==> src/rtl/mem_port_arbiter.sv <==
// mem_port_arbiter: shares one single-ported memory between instruction fetch and load/store
module mem_port_arbiter #(
    parameter int ADDR_W       = 10,
    parameter int MEM_LAT      = 2,
    parameter int STARVE_LIMIT = 3
) (
    input  logic              clk,
    input  logic              reset,
    input  logic              if_req,
    input  logic [ADDR_W-1:0] if_addr,
    output logic              if_ack,
    output logic [15:0]       if_rdata,
    input  logic              d_req,
    input  logic              d_we,
    input  logic [ADDR_W-1:0] d_addr,
    input  logic [15:0]       d_wdata,
    output logic              d_ack,
    output logic [15:0]       d_rdata,
    output logic              mem_en,
    output logic              mem_we,
    output logic [ADDR_W-1:0] mem_addr,
    output logic [15:0]       mem_wdata,
    input  logic [15:0]       mem_rdata,
    output logic              busy,
    output logic              owner
);
    typedef enum logic [1:0] {IDLE, ISSUE, WAIT, RESP} state_t;
    state_t     r_state;
    logic [3:0] r_cnt;
    logic [3:0] r_streak;
    logic       r_we;
    logic       w_dwin;
    // data wins unless fetch is pending and has waited out the starvation limit
    assign w_dwin = d_req && (!if_req || r_streak < 4'(STARVE_LIMIT));
    // transaction sequencer; every output is registered
    always_ff @(posedge clk) begin
        if (reset) begin
            r_state   <= IDLE;
            r_cnt     <= '0;
            r_streak  <= '0;
            r_we      <= 1'b0;
            if_ack    <= 1'b0;
            d_ack     <= 1'b0;
            if_rdata  <= '0;
            d_rdata   <= '0;
            mem_en    <= 1'b0;
            mem_we    <= 1'b0;
            mem_addr  <= '0;
            mem_wdata <= '0;
            busy      <= 1'b0;
            owner     <= 1'b0;
        end else begin
            if_ack <= 1'b0;
            d_ack  <= 1'b0;
            mem_en <= 1'b0;
            mem_we <= 1'b0;
            case (r_state)
                IDLE: if (if_req || d_req) begin
                    r_state  <= ISSUE;
                    busy     <= 1'b1;
                    mem_en   <= 1'b1;
                    mem_we   <= w_dwin && d_we;
                    r_we     <= w_dwin && d_we;
                    owner    <= w_dwin;
                    mem_addr <= w_dwin ? d_addr : if_addr;
                    if (w_dwin) mem_wdata <= d_wdata;
                    r_streak <= (w_dwin && if_req) ? ((r_streak < 4'(STARVE_LIMIT)) ? r_streak + 4'd1 : r_streak) : 4'd0;
                end
                ISSUE: begin
                    r_state <= WAIT;
                    r_cnt   <= 4'(MEM_LAT);
                end
                WAIT: begin
                    r_cnt <= r_cnt - 4'd1;
                    if (r_cnt == 4'd1) begin
                        r_state <= RESP;
                        if (owner) begin
                            d_ack <= 1'b1;
                            if (!r_we) d_rdata <= mem_rdata;
                        end else begin
                            if_ack   <= 1'b1;
                            if_rdata <= mem_rdata;
                        end
                    end
                end
                default: begin
                    r_state <= IDLE;
                    busy    <= 1'b0;
                end
            endcase
        end
    end
endmodule

==> config.mk <==
export PLATFORM = sky130hd
export DESIGN_NAME = mem_port_arbiter
export DESIGN_NICKNAME = d
export VERILOG_FILES = /design/src/rtl/mem_port_arbiter.sv
export SDC_FILE = /design/constraint.sdc
export NUM_CORES = 1
export LEC_CHECK = 0
export ABC_AREA = 1
export CELL_PAD_IN_SITES_DETAIL_PLACEMENT = 0
export CELL_PAD_IN_SITES_GLOBAL_PLACEMENT = 1
export CORE_MARGIN = 5
export CORE_UTILIZATION = 33
export CTS_CLUSTER_SIZE = 28
export DETAILED_ROUTE_END_ITERATION = 16
export PLACE_DENSITY_LB_ADDON = 0.1
export SKIP_LAST_GASP = 1
export SLEW_MARGIN = 10
export SYNTH_ARGS = -nofsm -noshare
export SYNTH_HDL_FRONTEND = slang
export SYNTH_SLANG_ARGS = --single-unit
==> constraint.sdc <==
create_clock -name clk -period 3 [get_ports clk]
set_clock_uncertainty 0.05 [all_clocks]
set_input_delay 0.6 -clock clk [delete_from_list [all_inputs] [get_ports clk]]
set_output_delay 0.6 -clock clk [all_outputs]
set_load 0.02 [all_outputs]
[Yosys cells after proc, flatten, opt, wreduce, memory -nomap -nowiden]
Cells that the tools add are included.
Word-level totals
  bits in registers: 75
  bits of input ports: 57
  output and inout port bits: 64
Operators by class
  add/sub/neg operators: 2
  order comparisons: 1
  equal/unequal tests: 6
  muxes and demuxes: 12
  bitwise logic cells: 7
  reductions and logical operators: 19
Operator list (number)
  10-bit 2-to-1 mux: 1
  3-bit AND reduction: 3
  4-bit 2-to-1 mux: 2
  4-bit one-hot mux with 2 select lines: 1
  1-bit NOT: 7
  2-bit one-hot mux with 3 select lines: 1
  2-bit AND reduction: 3
  3-bit OR reduction: 2
  4-bit by 1-bit adder with 4-bit output (second input constant): 1
  4-bit by 1-bit equality test with 1-bit output (second input constant): 1
  4-bit by 2-bit less-than comparator with 1-bit output (second input constant): 1
  1-bit 2-to-1 mux: 4
  2-bit 2-to-1 mux: 2
  2-bit != test (second input constant): 2
  4-bit AND reduction: 1
  2-bit OR reduction: 2
  4-bit by 1-bit subtractor with 4-bit output (second input constant): 1
  1-bit logical AND: 3
  2-bit by 1-bit equality test with 1-bit output (second input constant): 1
  2-bit equality test (second input constant): 1
  2-bit logical NOT: 1
  1-bit logical OR: 2
  2-bit by 1-bit != test with 1-bit output (second input constant): 1
  1-bit one-hot mux with 2 select lines: 1
  2 further kinds: 2

[Longest topological paths before layout]
  word-level depth: 6
  gate-level depth with buffers: 9
  depth with buffers taken out: 8

[Worst setup path before layout]
No wires, ideal clock.
  path kind: input port to flip-flop
  from: input port reset
  to: register d_rdata[0]
  setup time: 0.065 ns
  arrival time: 1.294 ns
  setup slack: 1.592 ns
  stages: 6
  path through: buf_6 inv_1 buf_6 clkbuf_1 o21ai_0 nor2_1
RTL lines
  start: declaration: RTL line 8  | input logic reset,
  end signal: assignment: RTL line 79  | if (!r_we) d_rdata <= mem_rdata;
  end: declaration: RTL line 18  | output logic [15:0] d_rdata,

[Worst setup path after layout]
  from: register owner
  to: output port owner
RTL lines
  start: declaration: RTL line 25  | output logic owner
  start signal: assignment: RTL line 64  | owner <= w_dwin;
No word-level cell between the ends.

==> Implementation_results.wiki <==
{| class="wikitable"
! Metric !! Value
|-
| P per Cell Area || 767 mW/mm^2
|-
| Run status || finished, final reports clean
|-
| Post-cts hold buffer count || 0
|-
| Leakage component of the power || 1.82 nW
|-
| Vias after detailed routing || 2,904
|-
| Max-Slew Margin vs Limit || 67.1%
|-
| Placeable core region || 0.00920 sq mm
|-
| Pin count of the biggest net entering global routing || 49
|-
| Share of the yosys chip area belonging to registers || 48.4%
|-
| Drc violations || 0
|-
| Number of gates resized after cts || 0
|-
| Htree depth || 3
|-
| Routed Wire Length || 8360 microns
|-
| Number of antenna diodes || 0
|-
| DR pass1 iterations || 4
|-
| Slowest stage cell on the critical path || clkdlybuf4s50_1
|-
| Commonest cells after routing, fill and taps aside || 120 x clkdlybuf4s50_1, 94 x nor2_1, 75 x dfxtp_1, 43 x o21ai_0, 40 x nand2_1
|-
| Shortest clock period the worst path allows after layout || 2.03 ns
|-
| Global placer's final weighted congestion || 0.742
|-
| Post-synthesis share of cell area spent on full adders, half adders and majority gates || 2.02%
|-
| Synthesized-area fraction occupied by xor and xnor cells || 0.282%
|-
| Largest family of logic cells by synthesized area || simple AND/OR/NAND/NOR gates
|-
| Reg-to-reg critical path startpoint || r_streak[0]$_SDFFE_PP0P_
|-
| Area fraction in compound gates after synthesis || 13.2%
|-
| Class of the tightest hold or removal check || register to register
|-
| Arr. time, crit path || 1.38 ns
|-
| Start point of the critical path || owner$_SDFFE_PP0N_
|-
| GR Overflow Total || 0
|-
| Worst vdd rail ir drop || 0.295 mV
|-
| Estimated wirelength of the detail-placed design || 5890 microns
|-
| Number of buffers on the longest clock path || 2
|-
| Input/output buffers || 120
|-
| Count of pins on the block boundary || 121
|-
| Synth Area per Inst || 7.75 sq um
|-
| Category of the most critical setup path || register to output pin
|-
| Die Footprint || 0.0114 sq mm
|-
| Final critical-path share of the clock period || 67.7%
|-
| Chip Height || 107 microns
|-
| Simple-gate share of the synthesized area || 26.9%
|-
| Syn-to-layout area delta || 47.8%
|-
| Number of warnings issued by yosys || 0
|-
| 1st-iter DRT viols || 84
|-
| Standard-cell row count || 35
|-
| Family with the most delay on the worst path || buffers and inverters
|-
| CTS root buf || clkbuf_8
|-
| Die Width || 107 microns
|-
| Transition time at the pin with the least slew margin || 0.492 ns
|-
| Worst path buffer plus inverter count || 1
|-
| Post-Place Cell Area || 0.00432 sq mm
|-
| Post-synth cell types || 29
|-
| Total number of clock tree sinks || 75
|-
| Number of antenna violations at the first check in global routing || 0
|-
| DR WL/cell || 13.3 microns
|-
| Num CTS Buffers || 9
|-
| Setup TNS Final || 0 ns
|-
| Ratio of routed vias to standard cells || 4.64
|-
| Commonest non-fill, non-tap cell in the layout || clkdlybuf4s50_1
|-
| Proportion of layout cells with a drive suffix above 1 || 7.96%
|-
| Count of final setup violators || 0
|-
| Required time at the endpoint of the critical path || 2.35 ns
|-
| CTS tree || done
|-
| Post CTS Setup Buffer Count || 0
|-
| Net Count, Synth || 462
|-
| Starting Density || 33.7%
|-
| Design area || 0.00458 sq mm
|-
| CP Launch Type || register
|-
| Mux contribution to synthesized area || 0%
|-
| Count of mapped cells out of synthesis || 400
|-
| Via count of the first global-routing pass || 2,827
|-
| Kind of capture point of the worst setup path || output pin
|-
| Maximum Capacitance Violations || 0
|-
| Hold violation total from the final report || 0
|-
| Largest driver fanout on the critical path || 4
|-
| Worst-path cell chain || clkdlybuf4s50_1
|-
| First-pass GRT wire length || 13,600 microns
|-
| Critical path's largest stage delay || 0.65 ns
|-
| Detail Route Antenna Nets || 0
|-
| Number of nets in the layout || 573
|-
| Achievable clock frequency || 493 MHz
|-
| Worst hold slack across all endpoints || 0.388 ns
|-
| Post-synthesis cell area || 0.00310 sq mm
|-
| HP Start || r_streak[3]$_SDFFE_PP0P_
|-
| Setup repair after global routing missed its margin || no
|-
| GR Util All Layers || 14.7%
|-
| Count of final max-slew check failures || 0
|-
| Power, Total || 0.00352 W
|-
| Worst-skew pair later-pin latency || 0.33 ns
|-
| Clock-pin slew on the worst setup and hold paths || 0.07 ns
|-
| #FFs+latches synth || 75
|}
## stage by stage
| step | std cells | worst slack (ns) | utilization, % |
|---|---|---|---|
| global placement | 611 | 0.696 | 47.0 |
| CTS | 626 | 0.941 | 49.9 |
| detailed placement | 611 | 0.664 | 47.0 |
| floorplan | 400 | 1.59 | - |
| global route | 626 | 0.844 | 49.9 |
| finish | 626 | 0.970 | 49.9 |
## cells by family after synthesis
kind of cell,count (synthesis)
XOR/XNOR,1
AO/OA/AOI/OAI,80
buffers and inverters,55
AND/OR/NAND/NOR,184
flip-flops,75
adder cells (fa/ha/maj),5
## report_power, final
group	internal [W]	total, W	leakage (nW)	switching [W]
registers	0.00116	0.00126	0.611	0.0000935
logic	0.000524	0.00125	1.07	0.000723
clock network	0.000654	0.00101	0.132	0.000358
total	0.00234	0.00352	1.82	0.00118
## worst reg2reg max path: cells and delay by family, from the launching register on
family | cells | cell delay [ns]
compound gates | 1 | 0.07
fa+ha+maj | 1 | 0.20
flops | 1 | 0.33
simple gates | 5 | 1.16
## sequential cells by signal (all words and copies together), names as in the netlist, 2 cells and up
name	flops
r_state	2
mem_addr	10
d_rdata	16
r_streak	4
mem_wdata	16
r_cnt	4
if_rdata	16
## final timing paths
kind              cells after the start  slack (ns)                        end
setup / recovery                      1        0.97                      owner
hold reg to reg                       2        0.39   r_streak[3]$_SDFFE_PP0P_
setup reg to reg                      7        1.08  mem_wdata[5]$_SDFFE_PP0P_
hold / removal                        2        0.39   r_streak[3]$_SDFFE_PP0P_
## metal layers
layer	up-vias	wire length, microns	GRT usage (%)
li1	1520	-	-
met1	1302	3900	18.7
met2	72	3730	23.0
met3	10	616	5.24
met4	0	108	5.21
met5	-	0	0
## layout make-up
class	instances	area, sq um
inverters	30	114
well taps	111	139
multi-input cells	270	1320
fillers	906	4610
flip-flops and latches	75	1500
clock buffers	10	138
clock inverters	5	125
repair buffers	125	1250
## synthesized netlist by cell type
| master | count | share of area [%] |
|---|---|---|
| a211oi_1 | 1 | 0.24 |
| nand2_1 | 40 | 4.8 |
| nor3_1 | 3 | 0.48 |
| a21oi_1 | 32 | 5.2 |
| o32ai_1 | 1 | 0.28 |
| clkinv_2 | 1 | 0.16 |
| nor2_4 | 3 | 1.1 |
| inv_2 | 2 | 0.24 |
| xor2_1 | 1 | 0.28 |
| nor2_1 | 94 | 11 |
| o21ai_0 | 43 | 6.9 |
| nand2_4 | 1 | 0.36 |
| nand3_2 | 2 | 0.65 |
| clkbuf_2 | 1 | 0.16 |
| inv_1 | 27 | 3.3 |
| nor4_1 | 1 | 0.20 |
| clkbuf_1 | 6 | 0.73 |
| ha_1 | 5 | 2.0 |
| dfxtp_1 | 75 | 48 |
| nand4_1 | 16 | 3.2 |
| nand3_4 | 1 | 0.56 |
| buf_4 | 6 | 1.5 |
| o21ai_1 | 2 | 0.32 |
| nand3_1 | 12 | 1.9 |
| o21a_1 | 1 | 0.24 |
| buf_2 | 6 | 0.97 |
| nand2_2 | 1 | 0.20 |
| nor2_2 | 10 | 2.0 |
| buf_6 | 6 | 2.2 |
(Power assumes the default switching activity.)
==> edit 1 (same flow settings) <==
Reset style: asynchronous (`reset`), changed in one clocked block.
--- a/src/rtl/mem_port_arbiter.sv
+++ b/src/rtl/mem_port_arbiter.sv
@@ -33,7 +33,7 @@
     // data wins unless fetch is pending and has waited out the starvation limit
     assign w_dwin = d_req && (!if_req || r_streak < 4'(STARVE_LIMIT));
     // transaction sequencer; every output is registered
-    always_ff @(posedge clk) begin
+    always_ff @(posedge clk or posedge reset) begin
         if (reset) begin
             r_state   <= IDLE;
             r_cnt     <= '0;
Function: differs if reset is asserted again (counterexample within 4 cycles, from zero or initial values and one cycle with reset high); with reset held inactive, the same outputs for 10 cycles.
==> edit 1 against the unedited design <==
  * Sequential share of layout area up 5.9 points
  * Power grew 41%
  * First-iteration DRC count rose by 15%
  * Sequential cell count unchanged
  * Synthesized cell count shrank 11%
  * Register-to-register slack improved by 0.15 ns
  * Worst setup slack worse by 0.038 ns
  * Cell count fell by 1.4%
  * Cell area increased by 5.9%
  * Die area is 5.7% higher
  * Routed wire length shrank 3.5%
  * Area after synthesis grew 6.3%
  * Largest power group is now combinational logic
  * Highest routed layer unchanged
==> edit 1: results (changes against the unedited design) <==
* Reg2reg path depth at 6 (-1)
* Pwr dens at 1020 nW/um^2 (+34%)
* Top_reg_cell synth: dfrtp_1
* CTS clk-pin slew, worst paths at 0.08 ns
* Top post-synthesis cells by area: dfrtp_1, nand2_1, inv_1
* Worst skew pair latency at 0.35 ns (+0.02 ns)
* Synth cell types at 27 (-6.9%)
* Post-synth top cells: nand2_1, dfrtp_1, inv_1
* Place WS at 0.706 ns (+0.0422 ns)
* Number of global-route vias before repair at 2691 (-4.8%)
* Largest family of logic cells by synthesized area: simple AND/OR/NAND/NOR gates
* Outcome: finished clean
* Global-route wire length before repair at 13200 microns (-2.9%)
* Syn Area/Cell at 9.21 sq um (+19%)
* Number of instances in the placed design at 601 (-1.6%)
* Critical Path AT at 1.42 ns (+0.04 ns)
* Seq/Total Area, Yosys at 0.569 (+0.0854)
* Compound-Gate Fraction of Synth Area at 0.102 (-0.0302)
* Reg-to-Reg End: d_rdata[5]
* Cell leakage power at 2.33 nW (+28%)
* Gpl congestion at 0.744 (+0.27%)
* Final nets at 541 (-5.6%)
* HP Start: if_rdata[5]
* DP Area at 4590 sq um (+6.2%)
* Synthesized-area fraction occupied by adder cells at 0.0190 (-0.00119)
* Max VDD drop at 0.351 mV (+19%)
* R2R Setup Slk at 1.23 ns (+0.15 ns)
* Post-synthesis mux area share at 0 (unchanged)
* Wire per inst at 13.1 microns (-2.1%)
* Async set-or-reset flop fraction in the synthesized netlist at 1.00 (+1.00)
* Share of post-route cells with drive strength above 1 at 0.0992 (+0.0196)
* Dpl hpwl at 5710 microns (-3.1%)
* Hold EP: if_rdata[5]
* Fillers at 950 (+4.9%)
* DR iter-0 viols at 97 (+15%)
* Synth Area in XOR/XNOR at 0.00266 (-0.000166)
* Largest net degree at the start of global routing at 76 (+55%)
* Layout Cells excl Fill at 617 (-1.4%)
* Critical R2R Launch: r_state[0]
* Via Count at 2644 (-9.0%)
* Pre-Repair DR Iteration Count at 6 (+2)
* Slew of the pin with the lowest slew margin at 0.448 ns (-0.0447 ns)
==> edit 1: power by group <==
part	leakage (nW)	internal [W]	switching, W
logic	1.31	0.00103	0.00123
registers	0.884	0.00145	0.000240
clock network	0.127	0.000640	0.000383
==> edit 1: layer usage <==
layer	share of wire	routed length, microns	vias up	GRT usage
met4	0.012	95	0	0.0570
met5	0	0	-	0
met3	0.078	628	7	0.0593
li1	-	-	1346	-
met2	0.50	4010	61	0.226
met1	0.41	3330	1230	0.170
==> edit 1: worst max-delay path by stage <==
stage / startpoint / to / slack [ns] / cells after the start
3_5_place_dp: d_req / r_streak[1] / 0.71 / 7
4_1_cts: owner / owner / 0.89 / 1
3_3_place_gp: d_req / r_streak[1] / 0.73 / 7
6_report: owner / owner / 0.93 / 1
2_1_floorplan: reset / busy / 0.44 / 1
5_1_grt: owner / owner / 0.86 / 1
==> edit 1: cell type report <==
type / count / area share
Clock buffer: 10 / 0.0263
Timing Repair Buffer: 122 / 0.253
Multi-Input combinational cell: 206 / 0.220
Clock inverter: 6 / 0.0281
Tap cell: 133 / 0.0343
Sequential cell: 75 / 0.387
Inverter: 65 / 0.0510
==> edit 1: stage by stage <==
stage               total power (W)  utilization  hold WS, ns
global placement            0.00398        0.470        0.416
finish                      0.00497        0.497        0.435
floorplan                   0.00296            -        0.407
CTS                         0.00506        0.497        0.440
detailed placement          0.00401        0.470        0.418
global route                0.00534        0.497        0.467
==> edit 1: kinds of logic after synthesis <==
kind of cell | count (synthesis)
compound gates | 55
xor+xnor | 1
fa+ha+maj | 5
buf+inv | 77
flops | 75
simple gates | 145
==> edit 2 (same flow settings) <==
Made on the original files. The parameter `ADDR_W` goes from 10 to 9.
--- a/src/rtl/mem_port_arbiter.sv
+++ b/src/rtl/mem_port_arbiter.sv
@@ -1,6 +1,6 @@
 // mem_port_arbiter: shares one single-ported memory between instruction fetch and load/store
 module mem_port_arbiter #(
-    parameter int ADDR_W       = 10,
+    parameter int ADDR_W       = 9,
     parameter int MEM_LAT      = 2,
     parameter int STARVE_LIMIT = 3
 ) (
Interface: changed (resized d_addr, if_addr and mem_addr); port bits go from 121 to 118. No check against the original RTL was run, so the function may have changed too.
==> edit 2 against the unedited design <==
  * Count of clock-buffer cells in the layout rose by 2
  * Sequential cell count fell by 1
  * Synthesized cell count fell by 2.3%
  * Non-clock buffer count fell by 3
  * Largest cell class unchanged
  * Area after synthesis fell by 2.5%
  * Cell area fell by 3.9%
  * Worst setup slack improved by 0.0072 ns
  * Via count fell by 2.9%
  * Largest power group unchanged
  * Sequential share of layout area rose by 0.88 points
  * Routed wire length fell by 1.7%
  * Power fell by 10%
==> edit 2: results (changes against the unedited design) <==
* Critical R2R Launch: r_streak[0]
* Via density at 4.58 (-1.3%)
* Compound-Gate Fraction of Synth Area at 0.132 (about the same)
* Outcome: finished clean
* Share of post-route cells with drive strength above 1 at 0.0653 (-0.0143)
* Pre-Repair DR Iteration Count at 4 (unchanged)
* Max VDD drop at 0.310 mV (+5.1%)
* Top flop regs: d_rdata (16), if_rdata (16), mem_wdata (16)
* Final nets at 560 (-2.3%)
* Wire per inst at 13.3 microns (-0.14%)
* Largest net degree at the start of global routing at 39 (-20%)
* Synthesized-area fraction occupied by adder cells at 0.0207 (+0.000526)
* Dpl hpwl at 5780 microns (-1.8%)
* Setup-failing EPs final at 0 (unchanged)
* Net Sw Power at 0.00115 W (-2.4%)
* Cell leakage power at 1.74 nW (-4.2%)
* Top_reg_cell synth: dfxtp_1
* Syn Nets at 451 (-2.4%)
* Hold crit path type: reg2reg
* Number of global-route vias before repair at 2779 (-1.7%)
* HP Start: r_streak[2]
* DP Area at 4220 sq um (-2.5%)
* Max FO, Critical Path at 4 (unchanged)
* Ant. Diodes at 0 (unchanged)
* Total setup buffers inserted after CTS at 0 (unchanged)
* Global-route wire length before repair at 13700 microns (+0.86%)
* Top post-synthesis cells by area: dfxtp_1, nor2_1, o21ai_0
* CP max stage delay at 0.63 ns (-0.02 ns)
* Top Family by Delay on Critical Path: buffers and inverters
* Slew of the pin with the lowest slew margin at 0.658 ns (+0.166 ns)
* Gpl congestion at 0.730 (-1.5%)
* IO buf count at 117 (-2.5%)
* Combinational logic power at 0.00120 W (-4%)
* Max Transition Viols Final at 0 (unchanged)
* Critical Path AT at 1.37 ns
* Seq/Total Area, Yosys at 0.490 (+0.00600)
* Synthesized area at 3020 sq um (-2.5%)
* Synth cell types at 28 (-3.4%)
* DR iter-0 viols at 81 (-3.6%)
* Tot GR Track Use at 0.150 (+0.00308)
* Cts repair resizes at 0 (unchanged)
* Synth Area in XOR/XNOR at 0.00538 (+0.00256)
* Post-synth top cells: nor2_1, dfxtp_1, o21ai_0
edit 2: worst paths after layout:
| kind | end | slack [ns] | cells past startpoint |
|---|---|---|---|
| setup / recovery | owner | 0.98 | 1 |
| hold / removal | r_streak[2] | 0.40 | 2 |
| setup reg to reg | mem_wdata[1] | 1.07 | 7 |
| hold reg to reg | r_streak[2] | 0.40 | 2 |
edit 2: cell families (layout without fill, tap and decap cells):
kind of cell | after synthesis | count (layout)
compound gates | 78 | 78
xor+xnor | 1 | 1
fa+ha+maj | 5 | 5
buf+inv | 53 | 167
flops | 74 | 74
simple gates | 180 | 180
edit 2: layout make-up:
cell class / instances / area [sq um]
flip-flops and latches: 74 / 1480
clock inverters: 4 / 25.0
inverters: 29 / 114
clock buffers: 12 / 165
repair buffers: 122 / 1210
fillers: 897 / 4660
well taps: 111 / 139
multi-input cells: 264 / 1270
edit 2: layer usage:
metal  vias up  part of all wire  wire length [microns]  global-route usage
met4         0            0.0088                     72              0.0453
li1       1483                 -                      -                   -
met5         -                 0                      0                   0
met1      1252              0.46                   3820               0.199
met2        78              0.46                   3760               0.234
met3         8             0.068                    559              0.0447
edit 2: through the flow:
stage / utilization / std cells / worst slack (ns) / hold slack [ns] / total power, W
after floorplan: - / 391 / 1.61 / 0.367 / 0.00204
after global placement: 0.465 / 600 / 0.675 / 0.385 / 0.00245
after detailed placement: 0.465 / 600 / 0.641 / 0.384 / 0.00247
after CTS: 0.486 / 616 / 0.947 / 0.399 / 0.00321
after global routing: 0.486 / 616 / 0.849 / 0.420 / 0.00340
final: 0.486 / 616 / 0.977 / 0.397 / 0.00316
